[config.mk]
export PLATFORM = sky130hd
export DESIGN_NAME = lsu_mem
export DESIGN_NICKNAME = d
export VERILOG_FILES = /design/src/rtl/lsu_mem.sv
export SDC_FILE = /design/constraint.sdc
export NUM_CORES = 1
export LEC_CHECK = 0
export BUFFER_PORTS_ARGS = -buffer_cell sky130_fd_sc_hd__buf_2
export CAP_MARGIN = 20
export CORE_MARGIN = 4
export CORE_UTILIZATION = 53
export DETAILED_ROUTE_END_ITERATION = 8
export PLACE_DENSITY = 0.85
export RECOVER_POWER = 25
export SLEW_MARGIN = 20
export SYNTH_ARGS = -nofsm -noshare
export SYNTH_HDL_FRONTEND = slang
export SYNTH_SLANG_ARGS = --single-unit
[constraint.sdc]
create_clock -name clk -period 5.92 [get_ports clk]
set_input_delay 0.592 -clock clk [delete_from_list [all_inputs] [get_ports clk]]
set_output_delay 0.592 -clock clk [all_outputs]
set_load 0.005 [all_outputs]
[src/rtl/lsu_mem.sv]
// Load/store unit memory stage: one access at a time over a simple req/ack word bus.
// Optional macro LSU_MISALIGN_TRAP_EN turns misaligned H/W accesses into error responses.
module lsu_mem #(
    parameter int TIMEOUT_CYCLES = 16
) (
    input  logic        clk,
    input  logic        rst,
    input  logic        req_valid,
    input  logic        req_load,
    input  logic        req_store,
    input  logic [2:0]  req_func3,
    input  logic [31:0] req_addr,
    input  logic [31:0] req_wdata,
    output logic        req_ready,
    output logic        stall,
    output logic        rsp_valid,
    output logic [31:0] rsp_data,
    output logic        rsp_err,
    output logic        bus_req,
    output logic        bus_we,
    output logic [31:0] bus_addr,
    output logic [3:0]  bus_be,
    output logic [31:0] bus_wdata,
    input  logic        bus_ack,
    input  logic [31:0] bus_rdata
);
    localparam int CW = $clog2(TIMEOUT_CYCLES + 1);

    typedef enum logic [1:0] {IDLE, BUS, RESP} state_t;

    typedef struct packed {
        logic [31:0] addr;
        logic [2:0]  func3;
        logic        load;
        logic [31:0] wdata;
    } req_t;

    state_t      state, state_nxt;
    req_t        cur;
    logic [CW-1:0] wait_cnt;
    logic [31:0] rsp_data_q;
    logic        rsp_err_q;

    logic        accept, illegal, f3_ok, misalign, timed_out, in_bus;
    logic [31:0] addr_lat;
    logic [3:0]  st_be;
    logic [31:0] st_wdata;
    logic [7:0]  ld_byte;
    logic [15:0] ld_half;
    logic [31:0] ld_data;

    assign accept    = (state == IDLE) && req_valid && (req_load || req_store);
    assign in_bus    = (state == BUS);
    assign timed_out = (wait_cnt == CW'(TIMEOUT_CYCLES - 1));

    // Both flags set behaves as a load, so legality keys off req_load alone
    always_comb begin
        f3_ok = 1'b0;
        if (req_load)
            f3_ok = req_func3 inside {3'b000, 3'b001, 3'b010, 3'b100, 3'b101};
        else
            f3_ok = req_func3 inside {3'b000, 3'b001, 3'b010};
`ifdef LSU_MISALIGN_TRAP_EN
        misalign = ((req_func3[1:0] == 2'b01) && req_addr[0]) ||
                   ((req_func3[1:0] == 2'b10) && (req_addr[1:0] != 2'b00));
        addr_lat = req_addr;
`else
        misalign = 1'b0;
        case (req_func3[1:0])
            2'b01:   addr_lat = {req_addr[31:1], 1'b0};
            2'b10:   addr_lat = {req_addr[31:2], 2'b00};
            default: addr_lat = req_addr;
        endcase
`endif
        illegal = !f3_ok || misalign;
    end

    always_comb begin
        st_be    = 4'b1111;
        st_wdata = 32'h0;
        if (!cur.load) begin
            case (cur.func3[1:0])
                2'b00: begin
                    st_be    = 4'b0001 << cur.addr[1:0];
                    st_wdata = {4{cur.wdata[7:0]}};
                end
                2'b01: begin
                    st_be    = 4'b0011 << {cur.addr[1], 1'b0};
                    st_wdata = {2{cur.wdata[15:0]}};
                end
                default: st_wdata = cur.wdata;
            endcase
        end
    end

    always_comb begin
        case (cur.addr[1:0])
            2'b00:   ld_byte = bus_rdata[7:0];
            2'b01:   ld_byte = bus_rdata[15:8];
            2'b10:   ld_byte = bus_rdata[23:16];
            default: ld_byte = bus_rdata[31:24];
        endcase
        ld_half = cur.addr[1] ? bus_rdata[31:16] : bus_rdata[15:0];
        case (cur.func3)
            3'b000:  ld_data = {{24{ld_byte[7]}}, ld_byte};
            3'b001:  ld_data = {{16{ld_half[15]}}, ld_half};
            3'b100:  ld_data = {24'h0, ld_byte};
            3'b101:  ld_data = {16'h0, ld_half};
            default: ld_data = bus_rdata;
        endcase
    end

    always_comb begin
        state_nxt = state;
        case (state)
            IDLE:    if (accept) state_nxt = illegal ? RESP : BUS;
            BUS:     if (bus_ack || timed_out) state_nxt = RESP;
            RESP:    state_nxt = IDLE;
            default: state_nxt = IDLE;
        endcase
    end

    always_ff @(posedge clk) begin
        if (rst) begin
            state      <= IDLE;
            cur        <= '0;
            wait_cnt   <= '0;
            rsp_data_q <= '0;
            rsp_err_q  <= 1'b0;
        end else begin
            state <= state_nxt;
            case (state)
                IDLE: if (accept) begin
                    cur        <= '{addr: addr_lat, func3: req_func3, load: req_load, wdata: req_wdata};
                    wait_cnt   <= '0;
                    rsp_data_q <= '0;
                    rsp_err_q  <= illegal;
                end
                BUS: begin
                    // ack on the last allowed cycle still wins over the timeout
                    if (bus_ack) begin
                        rsp_data_q <= cur.load ? ld_data : 32'h0;
                        rsp_err_q  <= 1'b0;
                    end else if (timed_out) begin
                        rsp_data_q <= '0;
                        rsp_err_q  <= 1'b1;
                    end else begin
                        wait_cnt <= wait_cnt + 1'b1;
                    end
                end
                default: ;
            endcase
        end
    end

    assign req_ready = (state == IDLE);
    assign stall     = accept || in_bus;
    assign rsp_valid = (state == RESP);
    assign rsp_data  = rsp_valid ? rsp_data_q : 32'h0;
    assign rsp_err   = rsp_valid && rsp_err_q;
    assign bus_req   = in_bus;
    assign bus_we    = in_bus && !cur.load;
    assign bus_addr  = in_bus ? {cur.addr[31:2], 2'b00} : 32'h0;
    assign bus_be    = in_bus ? st_be : 4'h0;
    assign bus_wdata = in_bus ? st_wdata : 32'h0;

endmodule

==> impl_metrics.toml, run 1 <==
[power]
leakagePower_nw = 3.01
power.density_mw_per_mm2 = 221
power.total_mw = 1.46
ir_drop_v = 0.000157

[synthesis]
ys.flop_type = "dfxtp_1"
synth_top_cell_area_share = 0.396
synth-warning-count = 0
syn_inst = 683
ys_top_cells_by_area = "dfxtp_1 (40%), nand2_1 (11%), a21oi_1 (9.0%), and2_1 (8.3%), mux2i_1 (3.3%)"
synth_edf_count = 0
synthArstFlopShare = 0
synth-seq-cells = 108
synth_top_area_cell = "dfxtp_1"
syn_area_mm2 = 0.00546
yosysUniqueCellTypes = 54
avgSynthCellArea_um2 = 7.99
yosysSeqAreaShare = 0.396

[run_status]
violations = "capacitance limit, slew limit"
outcome = "finished, violations left"

[clock_network]
clock_latency_ns = 0.36
cts.clk_slew.worst_paths_ns = 0.11
cts_setup_buffers = 0
cts-root-buf = "clkbuf_8"
cts-htree-levels = 3
cts_resized = 0
cts.path.max_buffers = 2
cts.sinks = 108
hold_buffers = 0
cts_tree = "yes"
cts_made_buffers = 9

[detailed_routing]
via_per_inst = 5.40
drt_iter0_markers = 370
route.vias.total = 5343
ant_nets = 0
drt-total-wl_mm = 15.4
route.detailed.drc = 0
first_pass_iters = 5
wl_per_cell_um = 15.6

[worst_setup_path]
worstSetupStartpointType = "register"
r2r_setup_slack_ns = 2.25
endpoint = "bus_wdata[5]"
r2r_start = "state[0]"
cp_max_fo = 33
reg2reg_to = "cur[37]"
reg2reg_depth = 4
worstPathRequired_ns = 5.33
crit_arrival_ns = 3.20
cp-end-kind = "output pin"
critPathLaunch = "state[0]"
worst-setup-path-type = "register to output pin"

[timing]
rsz0062_at_grt = "false"
slew_headroom = -1.01
min_period_ns = 3.79
slew_viol_final = 71
setup-violations-final = 0
fin_skew_ns = 0.0109
worstMarginPinSlew_ns = 3.01
post-route-period-util = 0.640
tns_ns = 0
fmax_mhz = 264
hold_viol = 0

[global_routing]
grt_pass1_wl_mm = 23.8
overflow = 0
grt_max_degree = 79
track_usage = 0.249
grt_pass1_vias = 4886
antenna_found_initial = 2

[place]
gp_congestion = 0.937
hpwl_mm = 11.1
io_buffers = 208
place_area_mm2 = 0.00642

[die]
rows = 36
die_area_mm2 = 0.0120
design.core.area_mm2 = 0.00991
die-width_um = 109
ioPinCount = 211
die_h_um = 109
initial_core_util = 0.551

[cells_and_area]
drive_gt1_frac = 0.288
area_growth_pct = 20.9
layout.nets = 962
antennaDiodeCount = 0
final_area_mm2 = 0.00660

[flow_run]
cap_violations = 1

[hold_path]
hold_class = "input pin to register"
layer usage:
| layer | share of wire | wire (µm) | vias up | global-route usage |
|---|---|---|---|---|
| li1 | - | - | 2652 | - |
| met1 | 0.42 | 6510 | 2424 | 0.321 |
| met2 | 0.45 | 6930 | 224 | 0.390 |
| met3 | 0.097 | 1500 | 39 | 0.0775 |
| met4 | 0.030 | 457 | 4 | 0.0997 |
| met5 | 0.0015 | 23 | - | 0 |
sequential cells by signal (all words and copies together) (netlist names):
signal	cells
wait_cnt	5
rsp_err_q	1
cur	68
rsp_data_q	32
state	2
worst min-delay path by stage:
stage                             start            end  slack, ns  cells past startpoint
after global routing       req_addr[23]        cur[59]       0.43                      3
after floorplan           rsp_data_q[0]  rsp_data_q[0]       0.42                      1
final                      req_wdata[2]         cur[2]       0.45                      3
after global placement          cur[43]        cur[43]       0.44                      2
after detailed placement        cur[67]        cur[67]       0.44                      2
after CTS                   req_addr[6]        cur[42]       0.43                      3
cell usage after synthesis, drive strengths merged (2+ instances only):
| library cell | n |
|---|---|
| a22o | 2 |
| clkbuf | 23 |
| a22oi | 2 |
| a21oi | 98 |
| nand3b | 7 |
| and2 | 73 |
| nor2b | 10 |
| a221o | 16 |
| a21o | 7 |
| ha | 5 |
| nor3 | 7 |
| inv | 7 |
| mux2i | 18 |
| a221oi | 7 |
| nand2b | 5 |
| o2bb2ai | 13 |
| buf | 35 |
| mux2 | 2 |
| dfxtp | 108 |
| nand3 | 2 |
| nor2 | 37 |
| xor2 | 2 |
| o21ai | 12 |
| nand2 | 158 |
| a32o | 2 |
| a211o | 6 |
| nand4 | 2 |
cell usage in the layout (no fill, tap or decap), drive strengths merged, types with 2 or more instances in the layout:
master	n
buf	213
nand2	158
dfxtp	108
a21oi	98
and2	73
nor2	37
mux2i	18
a221o	16
o2bb2ai	13
clkbuf	13
o21ai	12
nor2b	10
inv	9
a21o	7
nand3b	7
nor3	7
a221oi	7
a211o	6
nand2b	5
ha	5
mux2	2
a22oi	2
a32o	2
a22o	2
nand3	2
xor2	2
conb	2
clkinv	2
nand4	2
where the power goes:
part | internal [mW] | switching, mW
clock network | 0.181 | 0.258
registers | 0.758 | 0.0307
logic | 0.0939 | 0.134
total | 1.03 | 0.423
area by class of cell:
| class | instances | area (µm²) |
|---|---|---|
| clock inverter | 5 | 42.5 |
| timing repair buffer | 215 | 1090 |
| tap | 133 | 166 |
| clock buffer | 11 | 151 |
| inverter | 7 | 26.3 |
| multi-input combinational | 511 | 2960 |
| fill | 907 | 3310 |
| sequential | 108 | 2160 |
logic make-up (layout without fill, tap and decap cells):
kind of cell,Yosys count,in the layout,share of synthesized area
and+or+nand+nor,309,309,0.278
AOI/OAI and AO/OA,172,172,0.208
DFF,108,108,0.396
buffers and inverters,65,238,0.0608
muxes,21,21,0.0413
adders and majority gates,5,5,0.0115
xor gates and xnor gates,2,2,0.00321
other,1,2,0.000687
worst max-delay path: stages (launching register included):
cell and delay (ns):
dfxtp_1 0.60, nand2b_1 0.28, inv_1 0.64, nand2b_1 0.66
inv_1 0.36, and2_1 0.17, buf_2 0.11
per-stage QoR:
step                hold slack (ns)  cells  setup WS, ns   util
global placement              0.438    974          2.60  0.648
detailed placement            0.442    974          2.46  0.648
floorplan                     0.424    684          3.84      -
CTS                           0.432    990          2.04  0.668
finish                        0.454    990          2.13  0.666
global route                  0.432    990          1.66  0.666
No activity file was read; power rests on OpenSTA's default activity.
==> run 2: changes to the inputs <==
- CORE_UTILIZATION: 53 -> 45
- PLACE_DENSITY: 0.85 -> 0.76
- clock period: 5.92 -> 3.3 ns (I/O delays scaled with it)
==> impl_metrics.toml, run 2 (synthesis gave the netlist of run 1 again) <==
[worst_setup_path]
reg2reg_depth = 4
crit_cells = 6
r2r_start = "state[0]"
crit_arrival_ns = 2.51
reg2reg_to = "cur[41]"
worst-setup-path-type = "register to output pin"
cp-end-kind = "output pin"
worst-path-buf-inv = 3
slowest_stage = "dfxtp_1"
r2r_setup_slack_ns = 0.61
worstSetupStartpointType = "register"
path_cells = "nand2b_1 > inv_1 > nand2b_1 > inv_1 > and2_1 > buf_2"
critPathLaunch = "state[1]"
endpoint = "bus_wdata[7]"
cp_max_fo = 20
critPathTopFamily = "simple AND/OR/NAND/NOR gates"
slowest_delay_ns = 0.56
worstPathRequired_ns = 2.97

[die]
die_area_mm2 = 0.0140
design.core.area_mm2 = 0.0117
rows = 39
initial_core_util = 0.468
ioPinCount = 211
die_h_um = 118
die-width_um = 118

[cells_and_area]
area_growth_pct = 23.4
layout.nets = 967
final_common_cell = "buf_2"
antennaDiodeCount = 0
final_cell_mix = "buf_2 (207), nand2_1 (158), dfxtp_1 (107)"
largest_register_ffs = 68
reg_top3 = "cur (68), rsp_data_q (32), wait_cnt (5)"
fillers = 1114
drive_gt1_frac = 0.294
regMostFlops = "cur"
utilization = 0.577
layout.cells.non_filler = 1005

[timing]
slew_viol_final = 0
fin_skew_ns = 0.00456
min_period_ns = 2.84
tns_ns = 0
rsz0062_at_grt = "false"
setup_ws_ns = 0.459
worstMarginPinSlew_ns = 1.06
post-route-period-util = 0.861
hold_viol = 0
slew_headroom = 0.295
fmax_mhz = 352
setup-violations-final = 0

[global_routing]
grt_pass1_vias = 4931
grt_max_degree = 78
overflow = 0
track_usage = 0.213
antenna_found_initial = 1
grt_pass1_wl_mm = 24.8

[clock_network]
cts_setup_buffers = 0
cts.clk_slew.worst_paths_ns = 0.07
cts.sinks = 108
clock_latency_ns = 0.34
cts_tree = "yes"
cts_made_buffers = 9
hold_buffers = 0
cts-root-buf = "clkbuf_16"
cts.path.max_buffers = 2
cts_resized = 0
cts-htree-levels = 3

[detailed_routing]
wl_per_cell_um = 15.3
drt_iter0_markers = 408
drt-total-wl_mm = 15.4
first_pass_iters = 5
via_per_inst = 5.23
route.vias.total = 5259
ant_nets = 0
route.detailed.drc = 0

[place]
pre_cts_slack_ns = 0.838
hpwl_mm = 11.3
io_buffers = 208
gp_congestion = 0.908
dp.cells = 989

[power]
leakagePower_nw = 3.07
ir_drop_v = 0.000245
power.density_mw_per_mm2 = 420
power.total_mw = 2.83

[flow_run]
cap_violations = 0

[hold_path]
hold_class = "input pin to register"

[run_status]
outcome = "finished clean"
==> run 2: metrics by stage <==
stage          area, µm²  hold WS, ns
6_report            6730        0.213
5_1_grt             6730        0.211
4_1_cts             6750        0.197
3_5_place_dp        6470        0.443
3_3_place_gp        6470        0.438
2_1_floorplan       5460        0.424
==> run 2: worst min-delay path, stage by stage <==
cell,delay [ns]
buf_2,0.09
nand2_1,0.04
a21oi_1,0.05
==> run 2: layer usage <==
layer	up-vias	wire length [µm]	track usage
met5	-	7	0
met4	2	269	0.0696
met3	23	1240	0.0635
met2	190	7170	0.350
met1	2384	6670	0.269
li1	2660	-	-
==> run 2: report_power, final <==
group	leakage (nW)	internal, mW	total (mW)	switching (mW)
Combinational	2.05	0.168	0.410	0.243
Sequential	0.880	1.36	1.41	0.0547
Clock	0.140	0.516	1.00	0.487
Total	3.07	2.04	2.83	0.784
==> run 2: how the worst min path moves through the flow <==
| stage | from | to | cells after the start |
|---|---|---|---|
| CTS | req_addr[3] | cur[39] | 3 |
| detailed placement | rsp_data_q[2] | rsp_data_q[2] | 1 |
| global placement | cur[50] | cur[50] | 2 |
| finish | req_addr[29] | cur[65] | 3 |
| floorplan | rsp_data_q[0] | rsp_data_q[0] | 1 |
| global route | req_wdata[12] | cur[12] | 3 |
==> run 2: cell type report <==
type                       count  area, µm²  share of cell area
multi-input combinational    511       2970               0.441
sequential                   108       2160               0.321
timing repair buffer         220       1120               0.167
clock buffer                   9        225              0.0334
tap                          143        179              0.0266
clock inverter                 7       50.0             0.00743
inverter                       7       26.3             0.00390
==> run 3: changes to the inputs <==
- CORE_MARGIN: 4 -> 3
==> impl_metrics.toml, run 3 (synthesis gave the netlist of run 1 again) <==
[worst_setup_path]
r2r_start = "wait_cnt[0]"
crit_arrival_ns = 3.17
slowest_stage = "clkbuf_1"
cp-end-kind = "register"
critPathLaunch = "wait_cnt[0]"
worstSetupStartpointType = "register"
cp_max_fo = 33
slowest_delay_ns = 1.11
path_cells = "ha_1 > and3_1 > ha_1 > nor2_1 > nor2_2 > nor3_4 > clkbuf_1 > a221o_1"
worstPathRequired_ns = 3.59
worst-setup-path-type = "register to register"
crit_top_cell = "ha_1"

[hold_path]
hold_class = "input pin to register"
min-delay-start = "req_wdata[26]"

[global_routing]
track_usage = 0.227
grt_max_degree = 78
overflow = 0
grt_pass1_vias = 4924
antenna_found_initial = 4
grt_pass1_wl_mm = 24.5

[cells_and_area]
antennaDiodeCount = 0
multi_input_area_mm2 = 0.00296
register_area_mm2 = 0.00216
utilization = 0.577
layout.cells.non_filler = 1002
area_growth_pct = 22.7
fillers = 1134
layout.nets = 965
regMostFlops = "cur"
drive_gt1_frac = 0.285
final_cell_mix = "buf_2 (203), nand2_1 (158), dfxtp_1 (107)"
reg_top3 = "cur (68), rsp_data_q (32), wait_cnt (5)"
largest_register_ffs = 68
final_common_cell = "buf_2"

[timing]
setup-violations-final = 0
post-route-period-util = 0.873
slew_viol_final = 34
hold_viol = 0
fmax_mhz = 347
worstMarginPinSlew_ns = 1.51
tns_ns = 0
min_period_ns = 2.88
slew_headroom = -0.00757
fin_skew_ns = 0.00549
rsz0062_at_grt = "false"

[clock_network]
cts_setup_buffers = 0
hold_buffers = 0
cts.sinks = 108
cts.clk_slew.worst_paths_ns = 0.07
cts-htree-levels = 3
cts_tree = "yes"
clock_latency_ns = 0.35
cts-root-buf = "clkbuf_16"
cts_made_buffers = 9
cts.path.max_buffers = 2
cts_resized = 0

[detailed_routing]
ant_nets = 0
drt-total-wl_mm = 15.4
route.detailed.drc = 0
via_per_inst = 5.37
first_pass_iters = 5
wl_per_cell_um = 15.3
route.vias.total = 5385
drt_iter0_markers = 511

[place]
hpwl_mm = 10.8
gp_congestion = 0.919
dp.cells = 987
io_buffers = 208

[run_status]
outcome = "finished, violations left"
violations = "capacitance limit, slew limit"

[power]
power.density_mw_per_mm2 = 423
leakagePower_nw = 3.03
ir_drop_v = 0.000382
power.total_mw = 2.83

[die]
initial_core_util = 0.470
design.core.area_mm2 = 0.0116
die_h_um = 116
die-width_um = 116
die_area_mm2 = 0.0135
ioPinCount = 211
rows = 39

[flow_run]
cap_violations = 1
-- run 3: cell count changes in the layout (fill, tap and decap cells not counted), sizes merged --
cell,delta
buf,-7
clkbuf,+7
clkinv,-2
inv,-2
clkinvlp,+1
-- run 3: layout make-up --
class,count,area share
timing repair buffer,218,0.164
multi-input combinational,511,0.442
sequential,108,0.323
tap,143,0.0267
clock buffer,11,0.0362
inverter,7,0.00392
clock inverter,4,0.00392
-- run 3: worst paths after layout --
path | end | slack (ns) | cells past startpoint
max reg2reg | rsp_data_q[31] | 0.42 | 8
max | rsp_data_q[31] | 0.42 | 8
min reg2reg | cur[57] | 0.45 | 2
min | cur[26] | 0.21 | 3
-- run 3: through the flow --
step / cell area [µm²] / hold slack [ns] / setup WS, ns
5_1_grt: 6700 / 0.195 / 0.210
2_1_floorplan: 5460 / 0.424 / 1.45
6_report: 6700 / 0.207 / 0.420
3_3_place_gp: 6460 / 0.438 / 0.974
4_1_cts: 6730 / 0.192 / 0.581
3_5_place_dp: 6460 / 0.442 / 0.975
-- run 3: routing by layer --
metal | GRT usage | part of all wire
met1 | 0.284 | 0.41
met2 | 0.354 | 0.45
met3 | 0.0860 | 0.10
met4 | 0.0944 | 0.028
met5 | 0 | 0.0038
-- run 3: critical path: cells and delay by family (launching register included) --
| family | cells | cell delay [ns] |
|---|---|---|
| flops | 1 | 0.34 |
| fa+ha+maj | 2 | 0.43 |
| compound gates | 1 | 0.33 |
| buf+inv | 1 | 1.11 |
| simple gates | 4 | 0.60 |
-- run 3: power breakdown --
part	total, mW	switching [mW]	internal [mW]	leakage (nW)
registers	1.41	0.0497	1.36	0.880
logic	0.413	0.247	0.166	2.02
clock network	1.01	0.482	0.528	0.131
total	2.83	0.779	2.05	3.03
